===== src/rtl/uart_rx_cfg.sv =====
// Parametrised UART receiver: 2-flop sync, 3-sample majority vote, parity/framing/overrun/break.
// Word held on a valid/ready output; a word completing while the held word is unaccepted is dropped.
module uart_rx_cfg #(
  parameter int CLKS_PER_BIT = 104,
  parameter int DATA_BITS    = 8,
  parameter int PARITY_MODE  = 0,
  parameter int STOP_BITS    = 1
) (
  input  logic                 clk,
  input  logic                 nreset,
  input  logic                 rx,
  output logic [DATA_BITS-1:0] rx_data,
  output logic                 rx_valid,
  input  logic                 rx_ready,
  output logic                 parity_err,
  output logic                 frame_err,
  output logic                 overrun,
  output logic                 break_det,
  output logic                 voted_o
);

  localparam int CW = $clog2(CLKS_PER_BIT);
  localparam int H  = CLKS_PER_BIT / 2;
  localparam logic [CW-1:0] CNT_LAST = CW'(CLKS_PER_BIT - 1);
  localparam logic [CW-1:0] CNT_S0   = CW'(H - 1);
  localparam logic [CW-1:0] CNT_S1   = CW'(H);
  localparam logic [CW-1:0] CNT_S2   = CW'(H + 1);

  typedef enum logic [2:0] {IDLE, START, DATA, PARITY, STOP, BREAK} state_t;

  state_t                 state, state_nxt;
  logic                   rx_meta, rs, rs_prev;
  logic [CW-1:0]          cnt;
  logic                   s0, s1;
  logic [3:0]             bit_idx;
  logic [DATA_BITS-1:0]   shreg;
  logic                   par_bit;
  logic                   ferr_acc;

  logic                   counting, vote_now, vote, bit_end;
  logic                   last_data, last_stop, break_cond;
  logic                   pxor, perr;
  logic                   done, brk_hit;

  always_ff @(posedge clk or negedge nreset) begin
    if (!nreset) begin
      rx_meta <= 1'b1;
      rs      <= 1'b1;
      rs_prev <= 1'b1;
    end else begin
      rx_meta <= rx;
      rs      <= rx_meta;
      rs_prev <= rs;
    end
  end

  assign counting   = (state == START) || (state == DATA) || (state == PARITY) || (state == STOP);
  assign vote_now   = counting && (cnt == CNT_S2);
  assign bit_end    = (cnt == CNT_LAST);
  assign vote       = (s0 & s1) | (s0 & rs) | (s1 & rs);
  assign last_data  = (bit_idx == 4'(DATA_BITS - 1));
  assign last_stop  = (bit_idx == 4'(STOP_BITS - 1));
  // Break: an all-zero frame, judged at the first stop bit's vote.
  assign break_cond = (shreg == '0) && ((PARITY_MODE == 0) || !par_bit) && !vote && (bit_idx == 4'd0);
  assign pxor       = (^shreg) ^ par_bit;
  assign perr       = (PARITY_MODE == 1) ? pxor : (PARITY_MODE == 2) ? ~pxor : 1'b0;

  always_ff @(posedge clk or negedge nreset) begin
    if (!nreset) state <= IDLE;
    else         state <= state_nxt;
  end

  always_comb begin
    state_nxt = state;
    done      = 1'b0;
    brk_hit   = 1'b0;
    case (state)
      IDLE:   if (rs_prev && !rs) state_nxt = START;
      START: begin
        if (vote_now && vote) state_nxt = IDLE;
        else if (bit_end)     state_nxt = DATA;
      end
      DATA: begin
        if (bit_end && last_data) state_nxt = (PARITY_MODE != 0) ? PARITY : STOP;
      end
      PARITY: if (bit_end) state_nxt = STOP;
      STOP: begin
        if (vote_now && break_cond) begin
          brk_hit   = 1'b1;
          state_nxt = BREAK;
        end else if (vote_now && last_stop) begin
          // Return to IDLE mid-bit so a back-to-back start edge is not missed.
          done      = 1'b1;
          state_nxt = IDLE;
        end
      end
      BREAK:  if (rs) state_nxt = IDLE;
      default: state_nxt = IDLE;
    endcase
  end

  always_ff @(posedge clk or negedge nreset) begin
    if (!nreset) begin
      cnt      <= '0;
      s0       <= 1'b1;
      s1       <= 1'b1;
      voted_o  <= 1'b1;
      bit_idx  <= '0;
      shreg    <= '0;
      par_bit  <= 1'b0;
      ferr_acc <= 1'b0;
    end else begin
      if (!counting || bit_end) cnt <= '0;
      else                      cnt <= cnt + CW'(1);

      if (counting && cnt == CNT_S0) s0 <= rs;
      if (counting && cnt == CNT_S1) s1 <= rs;
      if (vote_now) voted_o <= vote;

      case (state)
        START: begin
          bit_idx  <= '0;
          ferr_acc <= 1'b0;
        end
        DATA: begin
          if (vote_now) shreg <= {vote, shreg[DATA_BITS-1:1]};
          if (bit_end)  bit_idx <= last_data ? 4'd0 : bit_idx + 4'd1;
        end
        PARITY: if (vote_now) par_bit <= vote;
        STOP: begin
          if (vote_now && !vote) ferr_acc <= 1'b1;
          if (bit_end)           bit_idx  <= bit_idx + 4'd1;
        end
        default: ;
      endcase
    end
  end

  always_ff @(posedge clk or negedge nreset) begin
    if (!nreset) begin
      rx_data    <= '0;
      rx_valid   <= 1'b0;
      parity_err <= 1'b0;
      frame_err  <= 1'b0;
      overrun    <= 1'b0;
      break_det  <= 1'b0;
    end else begin
      overrun   <= 1'b0;
      break_det <= brk_hit;
      if (done) begin
        if (!rx_valid || rx_ready) begin
          rx_data    <= shreg;
          parity_err <= perr;
          frame_err  <= ferr_acc | ~vote;
          rx_valid   <= 1'b1;
        end else begin
          overrun <= 1'b1;
        end
      end else if (rx_valid && rx_ready) begin
        rx_valid   <= 1'b0;
        parity_err <= 1'b0;
        frame_err  <= 1'b0;
      end
    end
  end

endmodule


===== config.mk =====
export PLATFORM = sky130hd
export DESIGN_NAME = uart_rx_cfg
export DESIGN_NICKNAME = d
export VERILOG_FILES = /design/src/rtl/uart_rx_cfg.sv
export SDC_FILE = /design/constraint.sdc
export NUM_CORES = 1
export LEC_CHECK = 0
export BUFFER_PORTS_ARGS = -buffer_cell sky130_fd_sc_hd__buf_2
export CORE_MARGIN = 5
export CORE_UTILIZATION = 45
export DETAILED_ROUTE_END_ITERATION = 6
export GPL_TIMING_DRIVEN = 0
export PLACE_DENSITY = 0.7
export SLEW_MARGIN = 5
export SYNTH_ARGS = -nofsm -noshare
export SYNTH_HDL_FRONTEND = slang
export SYNTH_SLANG_ARGS = --single-unit
export TNS_END_PERCENT = 20

===== constraint.sdc =====
create_clock -name clk -period 2.47 [get_ports clk]
set_input_delay 0.1235 -clock clk [delete_from_list [all_inputs] [get_ports clk]]
set_output_delay 0.1235 -clock clk [all_outputs]
set_load 0.005 [all_outputs]

Word level (Yosys, flattened, before mapping). Cells that the tools add are included.

Bits in registers: 42. Input port bits: 4. Output and inout bits: 14. Word-level logic and storage cells: 109.

$add $sub $neg: 2. Equal/unequal tests: 20. Mux-type cells: 30. Bitwise operators: 7. Reductions and logical operators: 33.

Operator list (number): $mux 3 (8); $eq 7x6->1 const B (3); $pmux 3 s6 (1); $mux 1 (15); $logic_and 1x1->1 (12); $mux 4 (3); $pmux 4 s3 (1); $ne 2x2->1 const B (5); $logic_not 8->1 (1); $reduce_and 2->1 (4); $add 7x1->7 const B (1); $eq 7x7->1 const B (1); $mux 7 (1); $eq 3x2->1 const B (2); $eq 3x3->1 const B (2); $ne 2x1->1 const B (3); $reduce_and 6->1 (1); $logic_or 1x1->1 (5); $add 4x1->4 const B (1); $eq 4x3->1 const B (1); $logic_not 1->1 (4); $logic_not 4->1 (1); $reduce_bool 2->1 (2); $and 1x1->1 (3); other kinds (9) (11).

Depth between registers and ports, before layout.
Depth after elaboration: 11. Depth in mapped cells: 8. Mapped depth without buffers: 7.

Least setup slack after synthesis. Ideal clock, no wire load.

Path type: flip-flop to flip-flop. Start point: register shreg[5]. End point: register rx_data[0]. Arrival time: 1852 ps. Required time: 2345 ps. Slack: 493 ps. Stages on the path, launching flop included: 6. Period minus slack after synthesis: 1977 ps. Cells stage by stage: dfrtp_1 > or4_4 > o311ai_4 > nand2b_1 > buf_6 > mux2_4.

Longest elaborated chain between the ends: 7.

Ends and longest elaborated chain: from (decl) (line 36) `logic [DATA_BITS-1:0] shreg;`; from (signal assigned) (line 126) `if (vote_now) shreg <= {vote, shreg[DATA_BITS-1:1]};`; $logic_not 8->1 (line 64) `assign break_cond = (shreg == '0) && ((PARITY_MODE == 0) || !par_bit) && !vote && (bit_idx == 4'd0);`; $logic_and 1x1->1 (2 in a row) (line 64); $logic_and 1x1->1 (line 88) `if (vote_now && break_cond) begin`; $mux 1 (line 88); $mux 1 (line 77) `case (state)`; $reduce_and 2->1 (no line); to (signal assigned) (line 152) `rx_data <= shreg;`; to (decl) (line 12) `output logic [DATA_BITS-1:0] rx_data,`.

No other way between the ends. A chain may end at the register's enable or synchronous reset.

Worst setup path in the final report.
Start point: register cnt[0]. End point: register state[0].

Longest elaborated chain between the ends: 5.

Ends and longest elaborated chain: from (decl) (line 33) `logic [CW-1:0] cnt;`; from (signal assigned) (line 114) `else cnt <= cnt + CW'(1);`; $eq 7x6->1 (line 58) `assign vote_now = counting && (cnt == CNT_S2);`; $logic_and 1x1->1 (line 58); $logic_and 1x1->1, on equally long branches (line 88, 80, 91); $ne 3x1->1 (no line), or another cell as far along; $reduce_and 6->1 (no line) or $pmux 3 s6 (tied branches); to (signal assigned) (line 70) `else state <= state_nxt;`; to (decl) (line 31) `state_t state, state_nxt;`.

Several ways; a longest one is shown, not always the timed one.

==> flow_metrics.py <==
metrics = {
    "synthesis": {
        "ys.flop_type": "dfrtp_1",
        "yosysWarnings": 0,
        "synth_area_sq_mm": 0.002121,
        "avgSynthCellArea_sq_um": 11.65,
        "synth_edf_count": 0,
        "ys_ff_latch": 41,
        "synth_cell_type_count": 52,
        "syn-num-nets": 191,
        "synthArstFlopShare_pct": 100.0,
        "syn_inst": 182,
        "synth_seq_area_share_pct": 48.73,
    },
    "status": {
        "status": "finished clean",
    },
    "clocking": {
        "postCtsSetupBuffers": 0,
        "htree_num_levels": 2,
        "holdBufCountCts": 2,
        "clk_path_buf_depth": 2,
        "clkTransAtPathRegs_ns": 0.08,
        "clkSinkCount": 41,
        "numCtsBuffers": 5,
        "clock_latency_ns": 0.30,
        "cts_root_buffer": "clkbuf_8",
        "ctsResizeCount": 0,
        "cts_tree": "done",
    },
    "worst_hold_path": {
        "hold_depth": 3,
        "hp-start": "rx_ready",
        "hold-path-endpoint": "overrun",
        "min_path_type": "in2reg",
    },
    "power": {
        "pwr-share-comb_pct": 17.3,
        "leakagePower_uw": 0.001190,
        "total_power_uw": 1577,
        "p_per_area_mw_per_mm2": 654.7,
        "p_switching_uw": 437.2,
        "internal_power_uw": 1140,
        "ir_drop_v": 0.0004542,
        "clockPowerShare_pct": 36.5,
        "p_sw_share_pct": 27.73,
        "seqPwrFrac_pct": 46.2,
    },
    "die": {
        "die_w_microns": 78.65,
        "pin_count": 18,
        "start_util_pct": 45.50,
        "placementRows": 25,
        "fp.dieH_microns": 78.65,
        "coreArea_sq_mm": 0.004661,
        "dieArea_sq_mm": 0.006186,
    },
    "worst_setup_path": {
        "r2r_cells": 6,
        "critPathCaptureType": "flop",
        "crit_path_start": "cnt[0]",
        "critPathMaxFanout": 6,
        "worst_r2r_endpoint": "state[0]",
        "crit_required_ns": 2.66,
        "path_class": "reg2reg",
        "rrSetupSlack_ns": 0.27,
        "cp-start-kind": "flop",
        "r2r_start": "cnt[0]",
        "arrival_ns": 2.39,
    },
    "placement": {
        "preCtsSetupSlack_ns": 0.2698,
        "hpwl_microns": 2646,
        "port_buffers": 16,
        "gp_congestion": 0.8076,
        "post_dp_cell_area_sq_mm": 0.002268,
    },
    "detailed_routing": {
        "via_per_inst": 5.282,
        "detail-route-antenna-nets": 0,
        "drt-initial-drc-count": 86,
        "wire_per_inst_microns": 14.14,
        "drt-total-wl_microns": 3704,
        "vias": 1384,
        "dr.pass1.iters": 4,
        "drcViolationCount": 0,
    },
    "grt": {
        "grt_pass1_wl_microns": 6451,
        "antenna_found_initial": 0,
        "grt_overflow": 0,
        "grt_max_degree": 42,
        "grt_pass1_vias": 1392,
        "grt_use_total_pct": 13.26,
    },
    "cells_and_area": {
        "n_antenna_cell": 0,
        "area_growth_pct": 13.57,
        "stdcell_area_sq_mm": 0.002409,
        "nFillCells": 415,
        "final_util_pct": 51.68,
        "final_nets": 216,
        "drive_above_1_share_pct": 30.77,
    },
    "timing": {
        "tightestPinTransition_ns": 0.8931,
        "post-route-min-period_ns": 2.201,
        "finalHoldViolCount": 0,
        "worst_slack_ns": 0.2694,
        "tns_ns": 0,
        "finalCritPeriodShare_pct": 89.09,
        "relSlewSlack_pct": 40.46,
        "finalMaxSlewViolations": 0,
        "rsz0062_at_grt": "no",
        "setup_viol": 0,
        "worst_clock_skew_ns": 0.005019,
        "max_freq_mhz": 454.4,
    },
    "job": {
        "maxCapViolCount": 0,
    },
}
-- kinds of logic after synthesis --
logic type	after synthesis	share of synthesized area, %
simple gates	57	16.58
flops	41	48.73
fa+ha+maj	6	3.481
mux	25	14.51
buf+inv	18	4.247
xor+xnor	6	2.478
compound gates	28	9.794
other cells	1	0.1768
-- cell usage after synthesis (2+ instances only) --
cell type | number | area share [%]
or3b_4 | 2 | 1.1
buf_2 | 3 | 0.71
o2111ai_1 | 2 | 0.83
clkbuf_1 | 4 | 0.71
xor2_1 | 2 | 0.83
a31oi_1 | 2 | 0.59
nand2b_1 | 2 | 0.59
and3_1 | 4 | 1.2
a21oi_1 | 5 | 1.2
mux2_2 | 9 | 4.8
a41oi_1 | 2 | 0.83
nand4_1 | 2 | 0.59
dfrtp_1 | 35 | 41
ha_1 | 5 | 2.9
inv_1 | 8 | 1.4
nand3_1 | 4 | 0.94
buf_6 | 2 | 1.1
nor3b_1 | 3 | 1.1
nor2b_1 | 4 | 1.2
o21ai_0 | 5 | 1.2
nor2_1 | 14 | 2.5
mux2i_1 | 3 | 1.4
a21boi_0 | 2 | 0.71
o21ai_1 | 2 | 0.47
xnor2_1 | 4 | 1.7
dfstp_2 | 6 | 7.4
mux2_4 | 8 | 5.7
nand2_1 | 10 | 1.8
mux2_1 | 5 | 2.7
-- layer usage --
metal,up-vias,global-route usage [%],wire length (microns)
met5,-,0,0
met1,671,17.14,1787
met4,0,5.594,57
met2,19,20.71,1729
met3,6,3.784,130
li1,688,-,-
-- per-stage QoR --
step,cells,hold WS [ns]
2_1_floorplan,182,-0.1721
3_3_place_gp,252,0.2295
3_5_place_dp,252,0.2322
4_1_cts,262,0.1154
5_1_grt,262,0.1356
6_report,262,0.1209
-- area by class of cell --
cell class              instances  area [sq um]  area share, %
inverters                       8         30.03          1.247
multi-input cells             123         997.2          41.40
flip-flops and latches         41          1033          42.91
plain buffers                  10         60.06          2.494
well taps                      54         67.56          2.805
clock inverters                 2         37.54          1.558
repair buffers                 18         100.1          4.156
clock buffers                   6         82.58          3.429
-- flip-flops by register name (all words and copies together) (netlist names), 3 cells and up --
signal,cells
rx_data,8
shreg,8
cnt,7
bit_idx,4
state,3
-- critical path, cell delays in order, from the launching register on --
cell      delay [ns]
dfrtp_1         0.43
ha_1            0.29
and3_1          0.23
and2_0          0.13
clkbuf_1        0.15
o311ai_1        0.48
mux2_1          0.36
-- worst max-delay path by stage --
stage / slack, ns / cells past startpoint / to
after CTS: 0.26 / 6 / state[0]
final: 0.27 / 6 / state[0]
after floorplan: 0.49 / 5 / rx_data[0]
after global routing: 0.16 / 6 / state[0]
after global placement: 0.30 / 6 / state[0]
after detailed placement: 0.27 / 6 / state[0]
-- power by group through the flow --
stage | Sequential, uW | Combinational, uW | Clock [uW]
floorplan | 735 | 208 | 0
global placement | 739 | 272 | 0
detailed placement | 741 | 272 | 0
CTS | 728 | 275 | 581
global route | 733 | 305 | 613
finish | 728 | 273 | 576
-- cell usage in the layout (no fill, tap or decap), types with 6 or more instances in the layout --
cell	netlist	layout
inv_1	8	8
buf_2	3	19
mux2_2	9	9
mux2_4	8	8
clkbuf_8	0	6
nor2_1	14	14
dfstp_2	6	6
nand2_1	10	10
dfrtp_1	35	35
Note: power is estimated with default switching activity, not from simulation.
